$ cat src/rtl/kicker_pkg.sv
// kicker_pkg: FSM state type, coil channel ids and the level-to-pulse-width rule
// shared by the controller and its bench model.
package kicker_pkg;

  typedef enum logic [1:0] {
    IDLE     = 2'd0,
    ARMED    = 2'd1,
    FIRE     = 2'd2,
    COOLDOWN = 2'd3
  } kick_state_e;

  localparam int CH_FLAT = 0;
  localparam int CH_CHIP = 1;

  // Pulse width in cycles for a strength level; level 0 is never accepted.
  function automatic int unsigned kick_width(input int unsigned base_w,
                                             input int unsigned step_w,
                                             input int unsigned level);
    return base_w + level * step_w;
  endfunction

endpackage

$ cat src/rtl/kicker_timer.sv
// kicker_timer: loadable down-counter shared by the ARMED timeout, FIRE width
// and COOLDOWN phases. done marks the last cycle of a loaded interval.
module kicker_timer
  import kicker_pkg::*;
#(
  parameter int CNT_W = 24
) (
  input  logic             clk,
  input  logic             rst,
  input  logic             load,
  input  logic [CNT_W-1:0] load_val,
  output logic             done
);

  logic [CNT_W-1:0] cnt;

  always_ff @(posedge clk) begin
    if (rst)               cnt <= '0;
    else if (load)         cnt <= load_val;
    else if (cnt != '0)    cnt <= cnt - CNT_W'(1);
  end

  // A load of N gives done on the Nth cycle after the load edge.
  assign done = (cnt <= CNT_W'(1));

endmodule

$ cat src/rtl/kicker_ctrl.sv
// kicker_ctrl: solenoid kicker sequencer (charge, fire one coil, cool down).
// Define KICKER_IR_GATE_EN to hold accepted kicks in ARMED until the breakbeam sees the ball.
module kicker_ctrl
  import kicker_pkg::*;
#(
  parameter  int NUM_CH      = 2,
  parameter  int LEVEL_W     = 3,
  parameter  int CNT_W       = 24,
  parameter  int BASE_W      = 100000,
  parameter  int STEP_W      = 50000,
  parameter  int COOL_CYCLES = 500000,
  parameter  int ARM_TIMEOUT = 5000000,
  localparam int CH_W        = (NUM_CH > 1) ? $clog2(NUM_CH) : 1
) (
  input  logic               clk,
  input  logic               rst,
  input  logic               kick_req,
  input  logic [CH_W-1:0]    kick_ch,
  input  logic [LEVEL_W-1:0] kick_level,
  input  logic               ir,
  input  logic               cap_full,
  output logic               charge,
  output logic [NUM_CH-1:0]  trigger,
  output logic               busy,
  output logic               kick_done,
  output logic               kick_reject
);

  kick_state_e state, nstate;

  logic [CH_W-1:0]        ch_q, ch_nxt;
  logic [CNT_W-1:0]       req_w, load_val;
  logic                   load, t_done, req_ok, reject;
  logic [NUM_CH-1:0]      fire_oh;
  logic [(1<<CH_W)-1:0]   ch_valid;

  assign req_w = CNT_W'(kick_width(BASE_W, STEP_W, 32'(kick_level)));

  // Codes at or above NUM_CH name no coil and are refused.
  always_comb begin
    for (int i = 0; i < (1 << CH_W); i++) ch_valid[i] = (i < NUM_CH);
  end

`ifdef KICKER_IR_GATE_EN
  logic             ir_m, ir_s;
  logic [CNT_W-1:0] w_q, w_nxt;

  always_ff @(posedge clk) begin
    if (rst) begin
      ir_m <= 1'b0;
      ir_s <= 1'b0;
      w_q  <= '0;
    end else begin
      ir_m <= ir;
      ir_s <= ir_m;
      w_q  <= w_nxt;
    end
  end
`else
  logic unused_ir;
  assign unused_ir = ir;
`endif

  kicker_timer #(.CNT_W(CNT_W)) u_timer (
    .clk      (clk),
    .rst      (rst),
    .load     (load),
    .load_val (load_val),
    .done     (t_done)
  );

  always_comb begin
    nstate   = state;
    ch_nxt   = ch_q;
    load     = 1'b0;
    load_val = '0;
    reject   = 1'b0;
`ifdef KICKER_IR_GATE_EN
    w_nxt    = w_q;
`endif
    req_ok   = (kick_level != '0) && ch_valid[kick_ch] && cap_full;
    case (state)
      IDLE: begin
        if (kick_req) begin
          if (req_ok) begin
            ch_nxt = kick_ch;
            load   = 1'b1;
`ifdef KICKER_IR_GATE_EN
            nstate   = ARMED;
            load_val = CNT_W'(ARM_TIMEOUT);
            w_nxt    = req_w;
`else
            nstate   = FIRE;
            load_val = req_w;
`endif
          end else begin
            reject = 1'b1;
          end
        end
      end
`ifdef KICKER_IR_GATE_EN
      ARMED: begin
        reject = kick_req;
        // Ball sighting wins over a timeout landing on the same cycle.
        if (ir_s) begin
          nstate   = FIRE;
          load     = 1'b1;
          load_val = w_q;
        end else if (t_done) begin
          nstate = IDLE;
          reject = 1'b1;
        end
      end
`endif
      FIRE: begin
        reject = kick_req;
        if (t_done) begin
          nstate   = COOLDOWN;
          load     = 1'b1;
          load_val = CNT_W'(COOL_CYCLES);
        end
      end
      COOLDOWN: begin
        reject = kick_req;
        if (t_done) nstate = IDLE;
      end
      default: nstate = IDLE;
    endcase
  end

  always_comb begin
    for (int i = 0; i < NUM_CH; i++) fire_oh[i] = (ch_nxt == CH_W'(i));
  end

  // Outputs are registered from the next state so they line up with it exactly.
  always_ff @(posedge clk) begin
    if (rst) begin
      state       <= IDLE;
      ch_q        <= '0;
      charge      <= 1'b0;
      trigger     <= '0;
      busy        <= 1'b0;
      kick_done   <= 1'b0;
      kick_reject <= 1'b0;
    end else begin
      state       <= nstate;
      ch_q        <= ch_nxt;
      charge      <= (nstate == IDLE) || (nstate == ARMED);
      trigger     <= (nstate == FIRE) ? fire_oh : '0;
      busy        <= (nstate != IDLE);
      kick_done   <= (state == FIRE) && (nstate == COOLDOWN);
      kick_reject <= reject;
    end
  end

endmodule
$ cat config.mk
export PLATFORM = sky130hd
export DESIGN_NAME = kicker_ctrl
export DESIGN_NICKNAME = d
export VERILOG_FILES = /design/src/rtl/kicker_pkg.sv /design/src/rtl/kicker_timer.sv /design/src/rtl/kicker_ctrl.sv
export SDC_FILE = /design/constraint.sdc
export NUM_CORES = 1
export LEC_CHECK = 0
export ABC_AREA = 1
export CAP_MARGIN = 20
export CELL_PAD_IN_SITES_DETAIL_PLACEMENT = 0
export CELL_PAD_IN_SITES_GLOBAL_PLACEMENT = 1
export CORE_MARGIN = 3
export CORE_UTILIZATION = 46
export DETAILED_ROUTE_END_ITERATION = 7
export PLACE_DENSITY = 0.95
export SLEW_MARGIN = 0
export SYNTH_ARGS = -nofsm -noshare
export SYNTH_HDL_FRONTEND = slang
export SYNTH_HIERARCHICAL = 1
export SYNTH_SLANG_ARGS = --single-unit
$ cat constraint.sdc
create_clock -name clk -period 3.95 [get_ports clk]
set_clock_uncertainty 0.05 [all_clocks]
set_input_delay 0.395 -clock clk [delete_from_list [all_inputs] [get_ports clk]]
set_output_delay 0.395 -clock clk [all_outputs]
set_load 0.01 [all_outputs]
# Word-level counts from Yosys, hierarchy flattened
# Cells that the tools add are included.
[op_classes] bitwise_logic=2 eq_ne=5 n_lt_le_gt_ge=2 n_mul=1 muxes=22 shift=0 n_div=0 n_reduce_logical=12 add_sub_neg=2
[op_table] op="24-bit two-way mux" count=2
[op_table] op="20-bit two-way mux" count=2
[op_table] op="20-bit case mux with 2 select lines" count=1
[op_table] op="24-bit by 1-bit <= comparator with 1-bit output, second input constant" count=1
[op_table] op="24-bit nonzero test" count=1
[op_table] op="24-bit by 1-bit subtractor with 24-bit output, second input constant" count=1
[op_table] op="17-bit by 19-bit adder with 20-bit output, first input constant" count=1
[op_table] op="19-bit two-way mux" count=1
[op_table] op="3-bit by 12-bit multiplier with 15-bit output, second input constant" count=1
[op_table] op="1-bit two-way mux" count=9
[op_table] op="2-bit == test, second input constant" count=4
[op_table] op="2-bit two-way mux" count=4
[op_table] op="2-bit case mux with 3 select lines" count=1
[op_table] op="2-bit zero test" count=2
[op_table] op="1-bit case mux with 2 select lines" count=2
[op_table] op="2-bit nonzero test" count=2
[op_table] op="2-bit OR reduction" count=2
[op_table] op="1-bit logical AND" count=3
[op_table] op="3-bit nonzero test" count=1
[op_table] op="2-bit by 1-bit == test with 1-bit output, second input constant" count=1
[op_table] op="1-bit by 2-bit less-than comparator with 1-bit output, second input constant" count=1
[op_table] op="1-bit NOT" count=2
[op_table] op="1-bit logical OR" count=1
[totals] ff_bits=33 in_bits=9 mem_count=0 latchBits=0 wordCells=54 romBits=0 mem_bits_rw=0

# Logic depth before layout (Yosys ltp)
[depth] ltp_word=10 depth_mapped=18 ltp_nobuf=17

# Cells and area by module
# The synthesis kept the hierarchy.
[by_module_without_submodules] mod="kicker_timer" seq_area_each_um2=480.5 cells_each=300 n_inst=1 area_per_inst_um2=1818.0
[by_module_without_submodules] mod="kicker_ctrl" seq_area_each_um2=180.2 cells_each=132 n_inst=1 area_per_inst_um2=844.6

# Least setup slack after synthesis
# Ideal clock, no wire load.
[synth_path] path_kind="flip-flop to flip-flop" from="register u_timer.cnt[0]" to="register u_timer.cnt[12]" t_arrival_ps=2141 stages_incl_launch_ff=15 setup_time_ps=115 slack_ps=1644 path_cell_list="dfxtp_1 inv_1 ha_1 o21ai_0 nor4_1 inv_1 nor3_1 inv_1 nand2_1 dlygate4sd1_1 nor2_1 a21oi_1 nand3_2 nand2_1 nor2_1"
[synth_between] elab_chain_cells=4 elab_cells_between_ends=8 cone_classes="add/sub (1); order compare (1); mux (4); reduce/logical (2)"
[synth_lines] item="start, declared" line="kicker_timer.sv:15" source="logic [CNT_W-1:0] cnt;"
[synth_lines] item="start signal, assigned" line="kicker_timer.sv:19" source="else if (load) cnt <= load_val;"
[synth_lines] item="start signal, assigned" line="kicker_timer.sv:20" source="else if (cnt != '0) cnt <= cnt - CNT_W'(1);"
[synth_lines] item="24-bit by 1-bit <= comparator with 1-bit output (*)" line="kicker_timer.sv:24" source="assign done = (cnt <= CNT_W'(1));"
[synth_lines] item="net t_done" line="kicker_ctrl.sv:33" source="logic load, t_done, req_ok, reject;"
[synth_lines] item="1-bit two-way mux (*)" line="kicker_ctrl.sv:117" source="if (t_done) begin"
[synth_lines] item="1-bit case mux with 2 select lines (*)" line="kicker_ctrl.sv:82" source="case (state)"
[synth_lines] item="net load" line="kicker_ctrl.sv:33"
[synth_lines] item="24-bit two-way mux or 2-bit nonzero test (tied branches)"
# Mark *: on every way through the listed nets, which the timed path passes. The rest lies on a longest branch. The select of a mux whose other input is x is not followed.
# A chain may end at the register's enable or synchronous reset.

# Final worst setup path
[layout_path] from="register u_timer.cnt[0]" to="register u_timer.cnt[6]"
# The elaborated chain is that of the path after synthesis.

==> results.cfg <==
[timing]
hold_violations = 0
hold_ws_ps = 459
min_period_over_period_pct = 78.0
maxSlewViolCount = 0
rsz0062_at_grt = false
worstMarginPinSlew_ps = 703
fmaxAchievable_mhz = 325
slew_headroom_pct = 52.7
fin_setup_tns_ps = 0
setup_violations = 0
min_period_ps = 3080

[job]
cap_violations = 0

[finish]
fill_cells = 585
fin_area_sq_um = 2970
area_growth_pct = 11.7
layout-drive-gt1-share_pct = 14.4
nets = 473
num_antenna_cells = 0

[yosys]
synth_most_common_cell = nand2_1
syn_area_per_cell_sq_um = 6.16
synth_top_area_cell = dfxtp_1
ys_warn_count = 6
syn_area_sq_um = 2660
yosysUniqueCellTypes = 36
ys_async_sr_fraction_pct = 0
synthCells = 432
synth_top_family_by_area = simple AND/OR/NAND/NOR gates
ys_ff_latch = 33
ys_top_cells_by_count = 98 x nand2_1, 69 x nor2_1, 60 x inv_1, 33 x dfxtp_1, 33 x nand3_1
yosys-top-cells-area = dfxtp_1 25%, nand2_1 14%, nor2_1 9.7%, inv_1 8.5%, nand3_1 6.2%
synthSimpleGateAreaFrac_pct = 45.6
synth_edf_count = 0
synth_compound_area_share_pct = 9.21
synth_top_cell_area_share_pct = 24.8
muxShareOfSynthArea_pct = 0.752
synth_xor_area_share_pct = 1.97
ys_seq_area_share_pct = 24.8
yosys.area_share.adder_pct = 6.11
ys.flop_type = dfxtp_1

[detailed_routing]
drcViolationCount = 0
wl_um = 5820
antenna_left = 0
vias_per_cell = 4.77
routedWlPerCell_um = 11.1
drtIter0Drc = 111
num_vias = 2500
drtPass1Iterations = 5

[clocking]
clock_sinks = 33
clkLatencyLatePin_ps = 290
root_buffer = clkbuf_8
clk_path_buf_depth = 2
holdBufCountCts = 0
cts_made_buffers = 5
htreeDepth = 2
ctsResizeCount = 0
cts_setup_buffers = 0
clkSlewWorstSetupHoldPaths_ps = 70
cts_tree = yes

[floorplanning]
die_height_um = 82.1
initial_core_util_pct = 48.1
die_area_sq_um = 6740
io_pins = 15
rows = 27
die_x_um = 82.1
core_sq_um = 5540

[critical_path]
crit_type = reg2reg
cp-start-kind = flip-flop
cp-end-kind = flip-flop
arrival_ps = 3240
crit_path_max_fanout = 21
crit_required_ps = 4110

[placement]
dpl_cell_area_sq_um = 2860
place.port_buffers = 13
dp_hpwl_um = 4480
place_congestion = 0.829

[run_status]
status = finished, final reports clean

[power_and_ir_drop]
p_total_mw = 1.66
powerDensity_nw_per_um2 = 560
peakVddDrop_mv = 0.222
p_leak_nw = 1.52

[global_routing]
grt_pass1_vias = 2197
grt_pass1_wl_um = 9660
grt_max_degree = 30
grt_usage_pct = 18.3
antenna_found_initial = 0
grt_overflow_total = 0

[hold_path]
hp-class = reg2reg
-- cell families (layout without fill, tap and decap cells) --
group	count (synthesis)	after routing
AND/OR/NAND/NOR	262	262
other	1	8
adder cells (fa/ha/maj)	13	13
XOR/XNOR	6	6
buffers and inverters	73	86
multiplexers	2	2
flip-flops	33	33
AO/OA/AOI/OAI	42	42
-- layer usage --
| layer | vias to the layer above | track usage (%) | share of wire (%) |
|---|---|---|---|
| li1 | 1375 | - | - |
| met1 | 1089 | 22.5 | 47 |
| met2 | 32 | 32.8 | 49 |
| met3 | 4 | 3.29 | 3.8 |
| met4 | 0 | 3.99 | 0.72 |
| met5 | - | 0 | 0 |
-- where the power goes --
group          leakage (nW)  internal, mW  switching, mW
registers             0.272         0.405         0.0751
clock network        0.0543         0.189          0.135
logic                  1.20         0.300          0.560
total                  1.52         0.894          0.771
-- through the flow --
stage,setup slack [ps],instances,utilization (%)
floorplan,1640,439,-
global placement,793,516,51.6
detailed placement,766,516,51.6
CTS,863,524,53.7
global route,593,524,53.7
finish,870,524,53.7
-- critical path, stage by stage, from the launching register on --
cell	delay, ps
dfxtp_1	340
inv_1	100
ha_1	230
o21ai_0	140
nor4_1	640
inv_1	120
nor3_1	160
inv_1	160
nand2_1	120
inv_1	80
nand3_1	120
nor2_2	60
nand2_4	240
nand2_2	220
nor3_1	220
-- sequential cells by signal, summed over array words and instances, names as in the netlist --
name and cells:
charge 1, kick_done 1, ch_q 1, u_timer/cnt 24, trigger 2, state 2
kick_reject 1, busy 1
-- area by class of cell --
class                      instances  area (sq um)  area share [%]
multi-input combinational        333          1730            58.0
sequential                        33           661            22.2
inverter                          63           236            7.95
timing repair buffer              15           145            4.88
tap                               72          90.1            3.03
clock buffer                       5          68.8            2.31
clock inverter                     3          46.3            1.56
-- worst paths after layout --
path | startpoint | slack (ps) | cells after the start | end
min | u_timer/cnt[1] | 460 | 2 | u_timer/cnt[1]
min reg2reg | u_timer/cnt[1] | 460 | 2 | u_timer/cnt[1]
max | u_timer/cnt[0] | 870 | 14 | u_timer/cnt[6]
max reg2reg | u_timer/cnt[0] | 870 | 14 | u_timer/cnt[6]
-- layout by cell type (no fill, tap or decap) --
master and n:
nand2_1 98, nor2_1 69, inv_1 60, nand3_1 33
dfxtp_1 33, nand2_2 18, a21oi_1 17, o21ai_0 13
ha_1 13, clkdlybuf4s50_1 13, nor2_2 12, or2_2 9
conb_1 8, nand4_1 7, xor2_1 5, clkbuf_8 5
nand3_2 4, nor3_1 3, nand3b_1 3, o21bai_1 3
inv_2 3, nor2_4 3, a21oi_2 3, o21ai_2 2
mux2i_1 2, buf_4 2, o21ai_1 1, xnor2_1 1
and3_1 1, a2111oi_0 1, clkinv_4 1, bufinv_16 1
clkinvlp_4 1, nor4_1 1, nand2_4 1, a22oi_1 1
a21o_1 1
Power figures use the tool's default switching activity.
